### src/rtl/mem_bist_pkg.sv
// Shared types and helpers for the memory BIST master.
// MEM_BIST_INV_PASS_EN adds a second, inverted-pattern pass.
package mem_bist_pkg;

   localparam int ERR_W = 8;

   typedef enum logic [2:0] {
      IDLE,
      WRITE,
      READ,
      DRAIN,
      FINISH
   } state_t;

   // Computed at 64 bits; callers truncate to DATA_W (<= 64).
   function automatic logic [63:0] pat(
      input logic [63:0] seed,
      input logic [63:0] addr,
      input logic        inv
   );
      logic [63:0] p;
      p = seed + addr;
      return inv ? ~p : p;
   endfunction

endpackage

### src/rtl/mem_bist_rd_pipe.sv
// Expected-address/valid shift pipeline matching the memory read latency.
// Optional MEM_BIST_INV_PASS_EN lives in the top; this block is unaffected.
module mem_bist_rd_pipe #(
   parameter int DEPTH = 1,
   parameter int W     = 9
) (
   input  logic         clk,
   input  logic         flush,
   input  logic         in_valid,
   input  logic [W-1:0] in_data,
   output logic         out_valid,
   output logic [W-1:0] out_data
);

   logic [DEPTH-1:0]   vld;
   logic [DEPTH*W-1:0] dat;

   // Shift by concatenating the new entry at the bottom and dropping the top.
   always_ff @(posedge clk) begin
      if (flush) begin
         vld <= '0;
         dat <= '0;
      end else begin
         vld <= DEPTH'({vld, in_valid});
         dat <= (DEPTH*W)'({dat, in_data});
      end
   end

   assign out_valid = vld[DEPTH-1];
   assign out_data  = dat[DEPTH*W-1 -: W];

endmodule

### src/rtl/mem_bist_master.sv
// Memory BIST initiator: write pass, read-back compare, result reporting.
// Define MEM_BIST_INV_PASS_EN to append an inverted-pattern pass.
module mem_bist_master
   import mem_bist_pkg::*;
#(
   parameter int ADDR_W       = 8,
   parameter int DATA_W       = 32,
   parameter int READ_LATENCY = 1
) (
   input  logic              clk,
   input  logic              rst,
   input  logic              start,
   input  logic [DATA_W-1:0] seed,
   output logic              busy,
   output logic              done,
   output logic              pass,
   output logic [ERR_W-1:0]  err_count,
   output logic [ADDR_W-1:0] fail_addr,
   output logic [DATA_W-1:0] fail_data,
   output logic              Mem_Read,
   output logic              Mem_Write,
   output logic [ADDR_W-1:0] Mem_Addr,
   output logic [DATA_W-1:0] M_W_Data,
   input  logic [DATA_W-1:0] M_R_Data
);

   localparam logic [ADDR_W-1:0] LAST      = '1;
   localparam logic [ADDR_W-1:0] DRAIN_END = ADDR_W'(READ_LATENCY - 1);

   state_t              state;
   logic [ADDR_W-1:0]   cnt;
   logic [DATA_W-1:0]   seed_q;
   logic                inv;

   logic                chk_valid;
   logic                chk_inv;
   logic [ADDR_W-1:0]   chk_addr;
   logic [DATA_W-1:0]   exp_data;
   logic                miss;
   logic [ERR_W-1:0]    err_next;

   // The pipe is fed from the registered strobes so its tail lines up with M_R_Data.
   mem_bist_rd_pipe #(
      .DEPTH (READ_LATENCY),
      .W     (ADDR_W + 1)
   ) u_rd_pipe (
      .clk       (clk),
      .flush     (rst),
      .in_valid  (Mem_Read),
      .in_data   ({inv, Mem_Addr}),
      .out_valid (chk_valid),
      .out_data  ({chk_inv, chk_addr})
   );

   assign exp_data = DATA_W'(pat(64'(seed_q), 64'(chk_addr), chk_inv));
   assign miss     = chk_valid && (M_R_Data != exp_data);
   assign err_next = (miss && err_count != '1) ? err_count + 1'b1 : err_count;

   always_ff @(posedge clk) begin
      if (rst) begin
         state     <= IDLE;
         cnt       <= '0;
         seed_q    <= '0;
         inv       <= 1'b0;
         busy      <= 1'b0;
         done      <= 1'b0;
         pass      <= 1'b0;
         err_count <= '0;
         fail_addr <= '0;
         fail_data <= '0;
         Mem_Read  <= 1'b0;
         Mem_Write <= 1'b0;
         Mem_Addr  <= '0;
         M_W_Data  <= '0;
      end else begin
         err_count <= err_next;
         if (miss && err_count == '0) begin
            fail_addr <= chk_addr;
            fail_data <= M_R_Data;
         end
         done      <= 1'b0;
         Mem_Read  <= 1'b0;
         Mem_Write <= 1'b0;
         Mem_Addr  <= '0;
         M_W_Data  <= '0;
         unique case (state)
            IDLE: begin
               // done still high means this is the finish cycle: ignore start.
               if (start && !done) begin
                  state     <= WRITE;
                  seed_q    <= seed;
                  cnt       <= '0;
                  inv       <= 1'b0;
                  busy      <= 1'b1;
                  pass      <= 1'b0;
                  err_count <= '0;
                  fail_addr <= '0;
                  fail_data <= '0;
               end
            end
            WRITE: begin
               Mem_Write <= 1'b1;
               Mem_Addr  <= cnt;
               M_W_Data  <= DATA_W'(pat(64'(seed_q), 64'(cnt), inv));
               cnt       <= cnt + 1'b1;
               if (cnt == LAST) state <= READ;
            end
            READ: begin
               Mem_Read <= 1'b1;
               Mem_Addr <= cnt;
               cnt      <= cnt + 1'b1;
               if (cnt == LAST) state <= DRAIN;
            end
            DRAIN: begin
               cnt <= cnt + 1'b1;
               if (cnt == DRAIN_END) begin
                  cnt <= '0;
`ifdef MEM_BIST_INV_PASS_EN
                  if (!inv) begin
                     inv   <= 1'b1;
                     state <= WRITE;
                  end else begin
                     state <= FINISH;
                  end
`else
                  state <= FINISH;
`endif
               end
            end
            FINISH: begin
               // The last compare lands on this edge, so judge on err_next.
               done  <= 1'b1;
               busy  <= 1'b0;
               pass  <= (err_next == '0);
               state <= IDLE;
            end
            default: state <= IDLE;
         endcase
      end
   end

endmodule
### config.mk
export PLATFORM = sky130hd
export DESIGN_NAME = mem_bist_master
export DESIGN_NICKNAME = d
export VERILOG_FILES = /design/src/rtl/mem_bist_pkg.sv /design/src/rtl/mem_bist_rd_pipe.sv /design/src/rtl/mem_bist_master.sv
export SDC_FILE = /design/constraint.sdc
export NUM_CORES = 1
export LEC_CHECK = 0
export ABC_AREA = 1
export ABC_CLOCK_PERIOD_IN_PS = 3400
export CORE_MARGIN = 3
export CORE_UTILIZATION = 39
export DETAILED_ROUTE_END_ITERATION = 10
export GPL_TIMING_DRIVEN = 0
export MAX_ROUTING_LAYER = met4
export SYNTH_ARGS = -nofsm -noshare
export SYNTH_HDL_FRONTEND = slang
export SYNTH_HIERARCHICAL = 1
export SYNTH_SLANG_ARGS = --single-unit
### constraint.sdc
create_clock -name clk -period 3.4 [get_ports clk]
set_input_delay 0.68 -clock clk [delete_from_list [all_inputs] [get_ports clk]]
set_output_delay 0.68 -clock clk [all_outputs]
set_load 0.1 [all_outputs]
# [Word level (Yosys, flattened, before mapping)]
# Cells that the tools add are included.
[totals] out_inout_bits=93 wordCells=74 regBits=145
[classes] n_bitwise=2 eq_ne=11 add_sub_neg=4 n_reduce_logical=18 mux=24
[op_table] operator="$mux 32" n=3
[op_table] operator="$add 32x8->32" n=2
[op_table] operator="$mux 8" n=8
[op_table] operator="$ne 32x32->1" n=1
[op_table] operator="$logic_not 8->1" n=3
[op_table] operator="$pmux 8 s3" n=1
[op_table] operator="$add 8x1->8 const B" n=2
[op_table] operator="$mux 3" n=4
[op_table] operator="$pmux 3 s4" n=1
[op_table] operator="$eq 8x8->1 const B" n=1
[op_table] operator="$ne 2x2->1 const B" n=4
[op_table] operator="$ne 8x8->1 const B" n=1
[op_table] operator="$eq 3x2->1 const B" n=2
[op_table] operator="$reduce_and 2->1" n=3
[op_table] operator="$reduce_or 2->1" n=3
[op_table] operator="$mux 1" n=5
[op_table] operator="$logic_and 1x1->1" n=4
[op_table] operator="$pmux 1 s2" n=2
[op_table] operator="$reduce_and 4->1" n=1
[op_table] operator="$eq 3x1->1 const B" n=1
[op_table] operator="$eq 3x3->1 const B" n=1
[op_table] operator="$logic_not 3->1" n=1
[op_table] operator="$reduce_bool 3->1" n=1
[op_table] operator="$not 1->1" n=2
[op_table] operator="other kinds (2)" n=2

# [Logic depth before layout (Yosys ltp)]
# Gate-level depths: netlist (run 1).
[logic_depth] ltp_word=7 depth_mapped=25

# [Modules after synthesis]
# Netlist (run 1), hierarchy kept.
[modules_own_cells] mod="mem_bist_master" seq_area_each_um2=2722.6 area_each_um2=7797.5 cells_per_inst=1118 n_inst=1
[modules_own_cells] mod="mem_bist_rd_pipe" seq_area_each_um2=200.2 area_each_um2=286.5 cells_per_inst=31 n_inst=1

# [Worst setup path after synthesis (run 1)]
# Ideal clock, no wire load.
[synth_path] path_type="reg-to-reg" startpoint="register cnt[0]" endpoint="register M_W_Data[22]" path_stages_with_launch=18 t_arrival_ns=2.606 required_ns=3.268 slack_ns=0.662 n_path_buf=0 cell_sequence="dfxtp_1 > ha_1 > inv_1 > fa_1 > o31ai_1 > nand3_1 > nand2_1 > nand2_1 > nand2_1 > a21oi_1 > nor2_1 > inv_1 > nor2_1 > inv_1 > nor2_1 > inv_1 > o21ai_0 > a21oi_1"
[synth_between] elab_chain_cells=1
[synth_rtl] item="from (decl)" line_no="mem_bist_master.sv:31" source="logic [ADDR_W-1:0] cnt;"
[synth_rtl] item="from (signal assigned)" line_no="mem_bist_master.sv:105" source="cnt <= cnt + 1'b1;"
[synth_rtl] item="from (signal assigned)" line_no="mem_bist_master.sv:111" source="cnt <= cnt + 1'b1;"
[synth_rtl] item="from (signal assigned)" line_no="mem_bist_master.sv:115" source="cnt <= cnt + 1'b1;"
[synth_rtl] item="$add 32x8->32" line_no="mem_bist_pkg.sv:22" source="p = seed + addr;"
[synth_rtl] item="to (signal assigned)" line_no="mem_bist_master.sv:104" source="M_W_Data <= DATA_W'(pat(64'(seed_q), 64'(cnt), inv));"
[synth_rtl] item="to (decl)" line_no="mem_bist_master.sv:23" source="output logic [DATA_W-1:0] M_W_Data,"
# Every way passes these cells.
# A chain may end at the register's enable or synchronous reset.

# [Worst setup path in the final report (run 1)]
[layout_path] startpoint="register seed_q[0]" endpoint="register fail_addr[3]"
[layout_between] elab_chain_cells=7
[layout_rtl] item="from (decl)" line_no="mem_bist_master.sv:32" source="logic [DATA_W-1:0] seed_q;"
[layout_rtl] item="from (signal assigned)" line_no="mem_bist_master.sv:63" source="seed_q <= '0;"
[layout_rtl] item="from (signal assigned)" line_no="mem_bist_master.sv:91" source="seed_q <= seed;"
[layout_rtl] item="$add 32x8->32 (*)" line_no="mem_bist_pkg.sv:22"
[layout_rtl] item="$ne 32x32->1 (*)" line_no="mem_bist_master.sv:56" source="assign miss = chk_valid && (M_R_Data != exp_data);"
[layout_rtl] item="$logic_and 1x1->1 (*)" line_no="mem_bist_master.sv:56"
[layout_rtl] item="$logic_and 1x1->1 (*)" line_no="mem_bist_master.sv:77" source="if (miss && err_count == '0) begin"
[layout_rtl] item="$mux 8 (*)" line_no="mem_bist_master.sv:77"
[layout_rtl] item="$mux 8" line_no="mem_bist_master.sv:89" source="if (start && !done) begin"
[layout_rtl] item="$mux 8 (*)" line_no="mem_bist_master.sv:86" source="unique case (state)"
[layout_rtl] item="to (signal assigned)" line_no="mem_bist_master.sv:78" source="fail_addr <= chk_addr;"
[layout_rtl] item="to (decl)" line_no="mem_bist_master.sv:18" source="output logic [ADDR_W-1:0] fail_addr,"
# Every way passes the cells marked *; elsewhere a longest branch is shown, timed or not.

==> impl_results.md, run 1 <==
* Run status: finished, final reports clean
* Max-cap violations at 0
* Sequential Power Share at 0.339
* Max Fclk at 317 MHz
* Inserted Clock Buffers at 17
* Via count at 7,734
* Largest net degree at the start of global routing at 17
* Max clock buf depth at 2
* Initial antenna violation count at 0
* WL final at 24.9 mm
* Max Used Layer: met4
* Combinational power share at 0.356
* Crit-path max FO at 10
* Synth top area share at 0.362
* Dpl hpwl at 19.2 mm
* Final period util at 0.928
* Synthesized area at 0.00808 mm2
* Pwr/cell area at 587 mW/mm2
* ANT cells at 0
* Post-place setup slack at 34.2 ps
* M1 WL at 12.3 mm
* CTS Root Cell: clkbuf_16
* Final GP Congestion at 0.930
* Total gr overflow at 0
* Synth Register Bits at 146
* Placed cell areas at 0.0100 mm2
* Antenna viol nets, final at 0
* Most frequent CP cell: nand2_1
* Register area share after synthesis at 0.362
* CTS tree: done
* Netlist cell types at 40
* Ys async rst share at 0
* Vias in the first global route at 6,946
* Wire per inst at 15.4 um
* Beginning of the critical path: seed_q[0]
* Initial DRT Pass Iterations at 5
* Final setup fails at 0
* Max stage delay cell, worst path: dfxtp_4
* Mapped Avg Cell Area at 7.04 um2
* I/O pins at 160
* Commonest non-fill, non-tap cell in the layout: nand2_1
* Clock-pin slew on the worst setup and hold paths at 70 ps
* DRC violations left at 0
* Arrival @ worst endpoint at 3430 ps
* EDFF count, synth at 0
* Die ar. at 0.0225 mm2
* Worst r2r src: seed_q[0]
* Top FF cell, synth: dfxtp_1
* Post-Syn Instances at 1,149
* Startpoint types: register
* Most frequent cells in the layout: nand2_1, inv_1, clkdlybuf4s50_1, nor2_1, dfxtp_1
* Mapped Nets at 1,238
* Worst hold start: Mem_Addr[6]
* Overall Global Routing Usage at 0.223
* Top post-synthesis cells by area: dfxtp_1, nand2_1, inv_1
* Total internal power at 0.00369 W
* Worst relative slew slack at 0.315
* Critical path cell sequence: ha_2 > inv_1 > fa_1 > inv_2 > nand2_2 > nand2_4 > nand3_4 > nand2_4 > nand2_1 > nand2_1 > nand2_1 > nand2_1 > nand2_1 > nor2_1 > nand3_1 > nor2_4 > nand3_4 > nand3_4 > buf_4 > a211oi_2
* Post-route cell area at 0.0108 mm2
* Slew @ Worst Pin at 1020 ps
* Count of hold buffers inserted by post-cts repair at 0
* Core area at 0.0203 mm2
* Worst EP required at 3670 ps
* Reg2reg path depth at 20
* HP Class: register to register
* Final cell count without fillers at 1,615
* Synth area leader: dfxtp_1
* Die Y at 150 um
* Fin. Hold Viols at 0
* Num rows at 52
* IO buf count at 159
* DRT iter0 DRCs at 600
* Sw Ratio at 0.415
* Sw power at 0.00262 W
* Clock Power Share at 0.306
* Initial Utilization at 0.398
* Placed cell count at 1,578
* Worst VDD drop at 0.000367 V
* FF-to-FF setup slack at 250 ps
* Via density at 4.79
* Layout cell share with drive strength beyond 1 at 0.0989
* Nets at 1,421
* Worst hold stages at 2
* Min Tclk post-route at 3150 ps
* Htree depth at 4
* Finished Core Util at 0.530
* Fin Clk Skew at 8.46 ps
* Die span in x at 150 um
* Synth warn at 6
* Hold EP: u_rd_pipe/out_data[6]
* Setup slack after layout at 246 ps
* Clk_lat worst skew at 430 ps
* Worst setup EP type: register
* Leak at 4.42 nW
* Area growth, synth to finish at 33.0%
* Crit-path max cell delay at 380 ps
* Critical path class: register to register
* Final Max Tran Viols at 0
* First-pass GRT wire length at 37.7 mm
* Routed met2 length at 11.0 mm
* Worst R2R End: fail_addr[3]
* Clock Sink Count at 146
* Detail Route met3 WL at 1.46 mm
## power groups by stage
stage	combinational, W	sequential (W)	clock, W
3_3_place_gp	0.00219	0.00217	0
5_1_grt	0.00246	0.00216	0.00203
3_5_place_dp	0.00221	0.00216	0
4_1_cts	0.00222	0.00213	0.00196
2_1_floorplan	0.00113	0.00261	0
6_report	0.00224	0.00214	0.00193
## per-stage QoR
stage	hold WS (ps)	total power (W)	TNS [ps]
floorplan	461	0.00374	0
global placement	415	0.00436	0
detailed placement	416	0.00437	0
CTS	433	0.00631	0
global route	445	0.00665	-0.839
finish	428	0.00631	0
## worst max-delay path by stage
stage,endpoint,cells after the start
floorplan,M_W_Data[22],17
global placement,M_W_Data[22],16
CTS,M_W_Data[22],17
detailed placement,M_W_Data[22],17
finish,fail_addr[3],20
global route,pass,22
## what timing repair did
action                     4_1_cts  5_1_grt
buffers inserted                 0        3
setup endpoints to repair        0       53
gates resized for setup          0       30
## synthesized netlist by cell type, types with 2 or more instances
cell,instances
nand2_1,242
o31ai_1,2
clkbuf_1,17
a31oi_1,2
nand4_1,16
nand3_1,60
nor4_1,2
nor3_2,3
nand3_4,2
nand3_2,4
ha_1,20
inv_2,3
buf_1,2
buf_4,6
buf_2,2
buf_6,6
nand3b_1,12
fa_1,2
dfxtp_1,146
a21oi_1,75
a211oi_1,3
nor2_2,4
a211oi_2,40
or2_1,3
nand2_2,4
o21ai_0,51
xor2_1,35
nor2_1,155
inv_1,188
nor3_1,14
xnor2_1,18
o21a_1,2
## cell type report
class | instances | area (um2)
Multi-Input combinational cell | 779 | 4360
Sequential cell | 146 | 2930
Buffer | 34 | 199
Tap cell | 270 | 338
Fill cell | 2045 | 9550
Timing Repair Buffer | 162 | 1610
Inverter | 192 | 721
Clock inverter | 15 | 166
Clock buffer | 17 | 425
## cells by family after synthesis
kind of cell | count (synthesis) | share of synthesized area
and+or+nand+nor | 522 | 0.278
other | 1 | 0.000464
AOI/OAI and AO/OA | 178 | 0.151
buffers and inverters | 226 | 0.114
DFF | 146 | 0.362
xor gates and xnor gates | 54 | 0.0602
adders and majority gates | 22 | 0.0359
## sequential cells by signal, indices dropped and copies added (netlist names), 3 cells and up
register,flops
seed_q,32
state,3
fail_addr,8
u_rd_pipe/out_data,9
cnt,8
M_W_Data,32
Mem_Addr,8
fail_data,32
err_count,8
## layer usage
layer / global-route usage / vias up
met1: 0.322 / 3463
met5: - / -
li1: - / 4025
met2: 0.329 / 229
met4: 0.0467 / 0
met3: 0.0351 / 17
## critical path: cells and delay by family, from the launching register on
kind | cells | cell delay, ps
AND/OR/NAND/NOR | 14 | 1580
adder cells (fa/ha/maj) | 2 | 560
flip-flops | 1 | 380
buffers and inverters | 3 | 360
AO/OA/AOI/OAI | 1 | 90
(Power assumes the default switching activity.)
==> run 2: changes to the inputs <==
--- a/config.mk
+++ b/config.mk
@@ -6,9 +6,10 @@
 export NUM_CORES = 1
 export LEC_CHECK = 0
 export ABC_AREA = 1
-export ABC_CLOCK_PERIOD_IN_PS = 3400
+export ABC_CLOCK_PERIOD_IN_PS = 3080
+export CAP_MARGIN = 20
 export CORE_MARGIN = 3
-export CORE_UTILIZATION = 39
+export CORE_UTILIZATION = 40
 export DETAILED_ROUTE_END_ITERATION = 10
 export GPL_TIMING_DRIVEN = 0
 export MAX_ROUTING_LAYER = met4
==> constraint.sdc (replaced) <==
create_clock -name clk -period 3.08 [get_ports clk]
set_input_delay 0.616 -clock clk [delete_from_list [all_inputs] [get_ports clk]]
set_output_delay 0.616 -clock clk [all_outputs]
set_load 0.1 [all_outputs]
==> impl_results.md, run 2 (synthesis gave the netlist of run 1 again) <==
* Run status: finished with violations (was finished, final reports clean)
* Failing checks: setup timing
* Slew @ Worst Pin at 1000 ps (was 1020 ps)
* Setup slack after layout at -12.6 ps (was 246 ps)
* Wire per inst at 15.6 um (was 15.4 um)
* HP Class: register to register (unchanged)
* Worst setup EP type: register (unchanged)
* Worst VDD drop at 0.000403 V (was 0.000367 V)
* Worst EP required at 3450 ps (was 3670 ps)
* IO buf count at 159 (unchanged)
* Post-place setup slack at -472 ps (was 34.2 ps)
* Crit-path max cell delay at 520 ps (was 380 ps)
* Layout cell share with drive strength beyond 1 at 0.130 (was 0.0989)
* Die Y at 148 um (was 150 um)
* Count of hold buffers inserted by post-cts repair at 0 (unchanged)
* First-pass GRT wire length at 39.1 mm (was 37.7 mm)
* Clock-pin slew on the worst setup and hold paths at 70 ps (about the same)
* DRC violations left at 0 (unchanged)
* Via density at 4.87 (was 4.79)
* Commonest non-fill, non-tap cell in the layout: nand2_1 (unchanged)
* Biggest regs: M_W_Data x32, fail_data x32, seed_q x32 (unchanged)
* Htree depth at 4 (unchanged)
* Sequential Power Share at 0.333 (was 0.339)
* Final Max Tran Viols at 0 (unchanged)
* Core area at 0.0197 mm2 (was 0.0203 mm2)
* Max-cap violations at 0 (unchanged)
* Crit-path max FO at 8 (was 10)
* Nets at 1,434 (was 1,421)
* Initial DRT Pass Iterations at 5 (unchanged)
* Final period util at 1.00 (was 0.928)
* Leak at 4.58 nW (was 4.42 nW)
* RSZ-0062 raised after global routing: true
* Pwr/cell area at 638 mW/mm2 (was 587 mW/mm2)
* Fin. Hold Viols at 0 (unchanged)
* FF-to-FF setup slack at -10 ps (was 250 ps)
* Initial antenna violation count at 0 (unchanged)
* Total internal power at 0.00415 W (was 0.00369 W)
* Sw power at 0.00294 W (was 0.00262 W)
* Die span in x at 148 um (was 150 um)
* Sw Ratio at 0.415 (about the same)
* Min Tclk post-route at 3090 ps (was 3150 ps)
* Arrival @ worst endpoint at 3460 ps (was 3430 ps)
* Placed cell count at 1,573 (was 1,578)
* Worst relative slew slack at 0.329 (was 0.315)
* Overall Global Routing Usage at 0.235 (was 0.223)
* Final GP Congestion at 1.01 (was 0.930)
* Most frequent cells in the layout: nand2_1, inv_1, clkdlybuf4s50_1, nor2_1, dfxtp_1 (unchanged)
* Clock Power Share at 0.304 (was 0.306)
* WL final at 25.3 mm (was 24.9 mm)
* Reg2reg path depth at 18 (was 20)
* Die ar. at 0.0220 mm2 (was 0.0225 mm2)
* I/O pins at 160 (unchanged)
* Area growth, synth to finish at 37.4% (was 33.0%)
* Antenna viol nets, final at 0 (unchanged)
* Max stage delay cell, worst path: dfxtp_1 (was dfxtp_4)
* Dpl hpwl at 19.1 mm (was 19.2 mm)
* Worst R2R End: pass (was fail_addr[3])
* Combinational power share at 0.362 (was 0.356)
* Initial Utilization at 0.411 (was 0.398)
* Via count at 7,904 (was 7,734)
* Inserted Clock Buffers at 17 (unchanged)
* Critical path class: register to register (unchanged)
* Num rows at 51 (was 52)
* Max clock buf depth at 2 (unchanged)
* Total gr overflow at 0 (unchanged)
* Max Fclk at 323 MHz (was 317 MHz)
* CTS Root Cell: clkbuf_16 (unchanged)
* Worst setup path end: pass (was fail_addr[3])
* Most frequent CP cell: nand2_1 (unchanged)
* Clk_lat worst skew at 430 ps (about the same)
* Clock Sink Count at 146 (unchanged)
* DRT iter0 DRCs at 539 (was 600)
* Vias in the first global route at 7,272 (was 6,946)
* Worst r2r src: seed_q[18] (was seed_q[0])
* Beginning of the critical path: seed_q[18] (was seed_q[0])
* CTS tree: done (unchanged)
* Critical path cell sequence: nand2_1 > nor2_2 > nand3_1 > nor3_4 > nand2_1 > nor2_1 > nor2_1 > nand2_1 > nor2_1 > nand2_1 > nor2_4 > nand3_4 > nand3_4 > nand2_2 > nand2_1 > nor2_2 > nand2_1 > o21bai_1 (was ha_2 > inv_1 > fa_1 > inv_2 > nand2_2 > nand2_4 > nand3_4 > nand2_4 > nand2_1 > nand2_1 > nand2_1 > nand2_1 > nand2_1 > nor2_1 > nand3_1 > nor2_4 > nand3_4 > nand3_4 > buf_4 > a211oi_2)
* Final setup fails at 1 (was 0)
* Startpoint types: register (unchanged)
* Largest net degree at the start of global routing at 17 (unchanged)
* Fin Clk Skew at 11.3 ps (was 8.46 ps)
* Final cell count without fillers at 1,623 (was 1,615)
* ANT cells at 0 (unchanged)
==> run 2: metrics by stage <==
step / instance area (um2) / util / hold WS, ps / TNS [ps] / power (W)
after global placement: 10000 / 0.509 / 422 / -9630 / 0.00481
final: 11100 / 0.565 / 428 / -12.6 / 0.00709
after global routing: 11100 / 0.565 / 458 / -4280 / 0.00749
after detailed placement: 10000 / 0.509 / 422 / -10800 / 0.00482
after floorplan: 8080 / - / 461 / 0 / 0.00413
after CTS: 10800 / 0.550 / 439 / -34.4 / 0.00705
==> run 2: timing repair <==
item	in CTS	in global routing
buffers inserted	6	7
endpoints found under the setup margin	54	55
cloned	3	2
pin swaps	9	23
gates resized for setup	28	61
==> run 2: routing by layer <==
layer	vias up	part of all wire	global-route usage
met5	-	0	-
met4	0	0.022	0.0753
met3	35	0.069	0.0506
met2	278	0.42	0.336
met1	3529	0.49	0.331
li1	4062	-	-
==> run 2: cell type report <==
class | count | area (um2)
Multi-Input combinational cell | 780 | 4560
Tap cell | 265 | 332
Timing Repair Buffer | 174 | 1740
Sequential cell | 146 | 2930
Fill cell | 1976 | 8550
Clock inverter | 14 | 165
Buffer | 34 | 223
Clock buffer | 18 | 439
Inverter | 192 | 721
==> run 2: power groups by stage <==
| stage | Sequential [W] | Clock (W) | Combinational (W) |
|---|---|---|---|
| 2_1_floorplan | 0.00288 | 0 | 0.00125 |
| 3_3_place_gp | 0.00238 | 0 | 0.00242 |
| 3_5_place_dp | 0.00238 | 0 | 0.00244 |
| 4_1_cts | 0.00235 | 0.00220 | 0.00250 |
| 5_1_grt | 0.00239 | 0.00229 | 0.00281 |
| 6_report | 0.00236 | 0.00216 | 0.00257 |
==> run 2: worst min path at each step <==
| stage | from | endpoint | slack (ps) | cells after the start |
|---|---|---|---|---|
| floorplan | cnt[4] | Mem_Addr[4] | 460 | 2 |
| global placement | Mem_Addr[2] | u_rd_pipe/out_data[2] | 420 | 2 |
| detailed placement | Mem_Addr[5] | u_rd_pipe/out_data[5] | 420 | 2 |
| CTS | Mem_Addr[5] | u_rd_pipe/out_data[5] | 440 | 2 |
| global route | Mem_Addr[4] | u_rd_pipe/out_data[4] | 460 | 2 |
| finish | Mem_Addr[6] | u_rd_pipe/out_data[6] | 430 | 2 |
==> run 2: worst max-delay path: cells and delay by family (launching register included) <==
family / cells / cell delay, ps
compound gates: 1 / 120
flops: 1 / 520
simple gates: 17 / 2350
==> run 3: changes to the inputs <==
--- a/config.mk
+++ b/config.mk
@@ -5,7 +5,6 @@
 export SDC_FILE = /design/constraint.sdc
 export NUM_CORES = 1
 export LEC_CHECK = 0
-export ABC_AREA = 1
 export ABC_CLOCK_PERIOD_IN_PS = 3080
 export CAP_MARGIN = 20
 export CORE_MARGIN = 3
@@ -13,6 +12,7 @@
 export DETAILED_ROUTE_END_ITERATION = 10
 export GPL_TIMING_DRIVEN = 0
 export MAX_ROUTING_LAYER = met4
+export PLACE_DENSITY = 0.65
 export SYNTH_ARGS = -nofsm -noshare
 export SYNTH_HDL_FRONTEND = slang
 export SYNTH_HIERARCHICAL = 1
==> impl_results.md, run 3 <==
* Run status: finished with violations (unchanged)
* Failing checks: setup timing (unchanged)
* Setup slack after layout at -428 ps (was -12.6 ps)
* Via density at 5.22 (was 4.87)
* Top post-synthesis cells by area: dfxtp_1, xnor2_1, nor2_1 (was dfxtp_1, nand2_1, inv_1)
* Commonest non-fill, non-tap cell in the layout: clkdlybuf4s50_1 (was nand2_1)
* Fin. Hold Viols at 0 (unchanged)
* Synth Register Bits at 146 (unchanged)
* CTS Root Cell: clkbuf_16 (unchanged)
* Htree depth at 4 (unchanged)
* CTS tree: done (unchanged)
* Final setup TNS at -17,390 ps (was -12.6 ps)
* Register area share after synthesis at 0.395 (was 0.362)
* Most frequent cells in the layout: clkdlybuf4s50_1, dfxtp_1, nor2_1, nand2_1, xnor2_1 (was nand2_1, inv_1, clkdlybuf4s50_1, nor2_1, dfxtp_1)
* HP Class: register to register (unchanged)
* Worst VDD drop at 0.000447 V (was 0.000403 V)
* Layout cell share with drive strength beyond 1 at 0.108 (was 0.130)
* Critical path class: register to register (unchanged)
* Antenna viol nets, final at 0 (unchanged)
* Min Tclk post-route at 3510 ps (was 3090 ps)
* IO buf count at 159 (unchanged)
* First-pass GRT wire length at 35.0 mm (was 39.1 mm)
* Synth top area share at 0.395 (was 0.362)
* Ys async rst share at 0 (unchanged)
* Netlist cell types at 61 (was 40)
* DRC violations left at 0 (unchanged)
* Post-synth top cells: dfxtp_1, nor2_1, nand2_1 (was nand2_1, inv_1, nor2_1)
* Overall Global Routing Usage at 0.227 (was 0.235)
* Dpl hpwl at 17.2 mm (was 19.1 mm)
* Mapped Avg Cell Area at 8.52 um2 (was 7.04 um2)
* Fin Clk Skew at 10.9 ps (was 11.3 ps)
* Final GP Congestion at 0.893 (was 1.01)
* Arrival @ worst endpoint at 3880 ps (was 3460 ps)
* Max clock buf depth at 2 (unchanged)
* Main combinational cell family by area after synthesis: simple AND/OR/NAND/NOR gates (unchanged)
* Final setup fails at 49 (was 1)
* Final period util at 1.14 (was 1.00)
* Die ar. at 0.0202 mm2 (was 0.0220 mm2)
* Largest net degree at the start of global routing at 17 (unchanged)
* # fillers at 1,641 (was 1,976)
* Vias in the first global route at 6,658 (was 7,272)
* Worst relative slew slack at 0.332 (was 0.329)
* Post-Syn Instances at 869 (was 1,149)
* Crit-path max FO at 4 (was 8)
* DRT iter0 DRCs at 368 (was 539)
* Slew @ Worst Pin at 999 ps (was 1000 ps)
* XOR/XNOR share of the synthesized area at 0.125 (was 0.0602)
* Core area at 0.0181 mm2 (was 0.0197 mm2)
* Synthesized area at 0.00741 mm2 (was 0.00808 mm2)
* Synth area leader: dfxtp_1 (unchanged)
* Pwr/cell area at 600 mW/mm2 (was 638 mW/mm2)
* WL final at 22.7 mm (was 25.3 mm)
* EDFF count, synth at 0 (unchanged)
* Inserted Clock Buffers at 17 (unchanged)
* Leak at 3.99 nW (was 4.58 nW)
* Post-synthesis adder-cell area fraction at 0.0392 (was 0.0359)
* Biggest regs: M_W_Data x32, fail_data x32, seed_q x32 (unchanged)
* Mapped Nets at 958 (was 1,238)
* Max Fclk at 285 MHz (was 323 MHz)
* Area fraction in compound gates after synthesis at 0.110 (was 0.151)
* Top FF cell, synth: dfxtp_1 (unchanged)
* Worst setup EP type: register (unchanged)
* Nets at 1,155 (was 1,434)
* RSZ-0062 raised after global routing: true (unchanged)
* Via count at 6,831 (was 7,904)
* Initial DRT Pass Iterations at 5 (unchanged)
* Most frequent cell after synthesis: dfxtp_1 (was nand2_1)
* Max-cap violations at 0 (unchanged)
* Clock Sink Count at 146 (unchanged)
* Post-route cell area at 0.0103 mm2 (was 0.0111 mm2)
* Clk_lat worst skew at 430 ps (about the same)
* Wire per inst at 17.3 um (was 15.6 um)
* Die Y at 142 um (was 148 um)
* Initial antenna violation count at 0 (unchanged)
* Count of hold buffers inserted by post-cts repair at 0 (unchanged)
* Post-synthesis mux area share at 0.0581 (was 0)
* Startpoint types: register (unchanged)
* Synth Area in Simple Gates at 0.235 (was 0.278)
* Total gr overflow at 0 (unchanged)
* Initial Utilization at 0.409 (was 0.411)
* ANT cells at 0 (unchanged)
* Area growth, synth to finish at 39.3% (was 37.4%)
* Die span in x at 142 um (was 148 um)
* Clock-pin slew on the worst setup and hold paths at 70 ps (about the same)
* Num rows at 49 (was 51)
* Synth warn at 6 (unchanged)
* I/O pins at 160 (unchanged)
* Worst EP required at 3450 ps (about the same)
* Placed cell areas at 0.00942 mm2 (was 0.0100 mm2)
* Final Max Tran Viols at 0 (unchanged)
run 3: changes by cell type after synthesis, moves of 19 or more:
cell | previous run | this run
inv_1 | 188 | 18
nand2_1 | 242 | 102
xnor2_1 | 18 | 65
mux2i_1 | 0 | 43
nand3_1 | 60 | 19
a211oi_2 | 40 | 0
o21ai_0 | 51 | 16
nor2_1 | 155 | 125
a21oi_1 | 75 | 55
nor2b_1 | 0 | 19
run 3: report_power, final:
part / switching, W / leakage (nW) / internal [W]
clock network: 0.000856 / 0.276 / 0.00121
registers: 0.000154 / 1.19 / 0.00204
logic: 0.00125 / 2.53 / 0.000684
total: 0.00226 / 3.99 / 0.00394
run 3: stage by stage:
step,total power (W),std cells,util,hold slack (ps),worst slack [ps]
floorplan,0.00355,869,-,465,-166
global route,0.00647,1308,0.570,487,-544
CTS,0.00618,1301,0.562,477,-418
finish,0.00619,1308,0.570,472,-428
global placement,0.00408,1257,0.521,455,-853
detailed placement,0.00410,1257,0.521,460,-920
run 3: area by class of cell:
class	instances	area (um2)	share of cell area
timing repair buffer	181	1780	0.172
tap	229	287	0.0278
clock inverter	13	151	0.0147
multi-input combinational	655	4410	0.427
clock buffer	19	433	0.0420
inverter	18	67.6	0.00655
sequential	146	2950	0.286
buffer	47	243	0.0235
run 3: critical path: stages, from the launching register on:
cell and delay, ps:
dfxtp_4 360, ha_4 130, inv_2 40, fa_2 340, nand2b_4 160, a211oi_4 220, o211ai_1 120, buf_4 170
or4_4 430, a2111oi_4 420, nand4_4 190, a2111o_1 460, a221oi_2 210, o221a_1 200
run 3: cell families after synthesis:
kind of cell / Yosys count
other: 1
AOI/OAI and AO/OA: 121
muxes: 43
DFF: 146
and+or+nand+nor: 367
buffers and inverters: 68
adders and majority gates: 22
xor gates and xnor gates: 101
run 3: worst paths after layout:
| check | from | cells past startpoint | endpoint | slack (ps) |
|---|---|---|---|---|
| worst min-delay path | Mem_Addr[4] | 1 | u_rd_pipe/out_data[4] | 470 |
| worst max register to register | seed_q[0] | 13 | pass | -430 |
| worst max-delay path | seed_q[0] | 13 | pass | -430 |
| worst min register to register | Mem_Addr[4] | 1 | u_rd_pipe/out_data[4] | 470 |
run 3: per-layer routing:
metal | wire (um) | global-route usage | part of all wire
met2 | 10900 | 0.377 | 0.48
met3 | 1270 | 0.0413 | 0.056
met5 | 0 | - | 0
met4 | 490 | 0.0712 | 0.022
met1 | 10000 | 0.280 | 0.44
run 3: what timing repair did:
| action | in CTS | in global routing |
|---|---|---|
| setup endpoints to repair | 49 | 72 |
| buffers inserted | 13 | 7 |
| gates resized for setup | 25 | 26 |
| gates cloned | 0 | 1 |
| hold endpoints to repair | 0 | 0 |
| pin swaps | 15 | 9 |
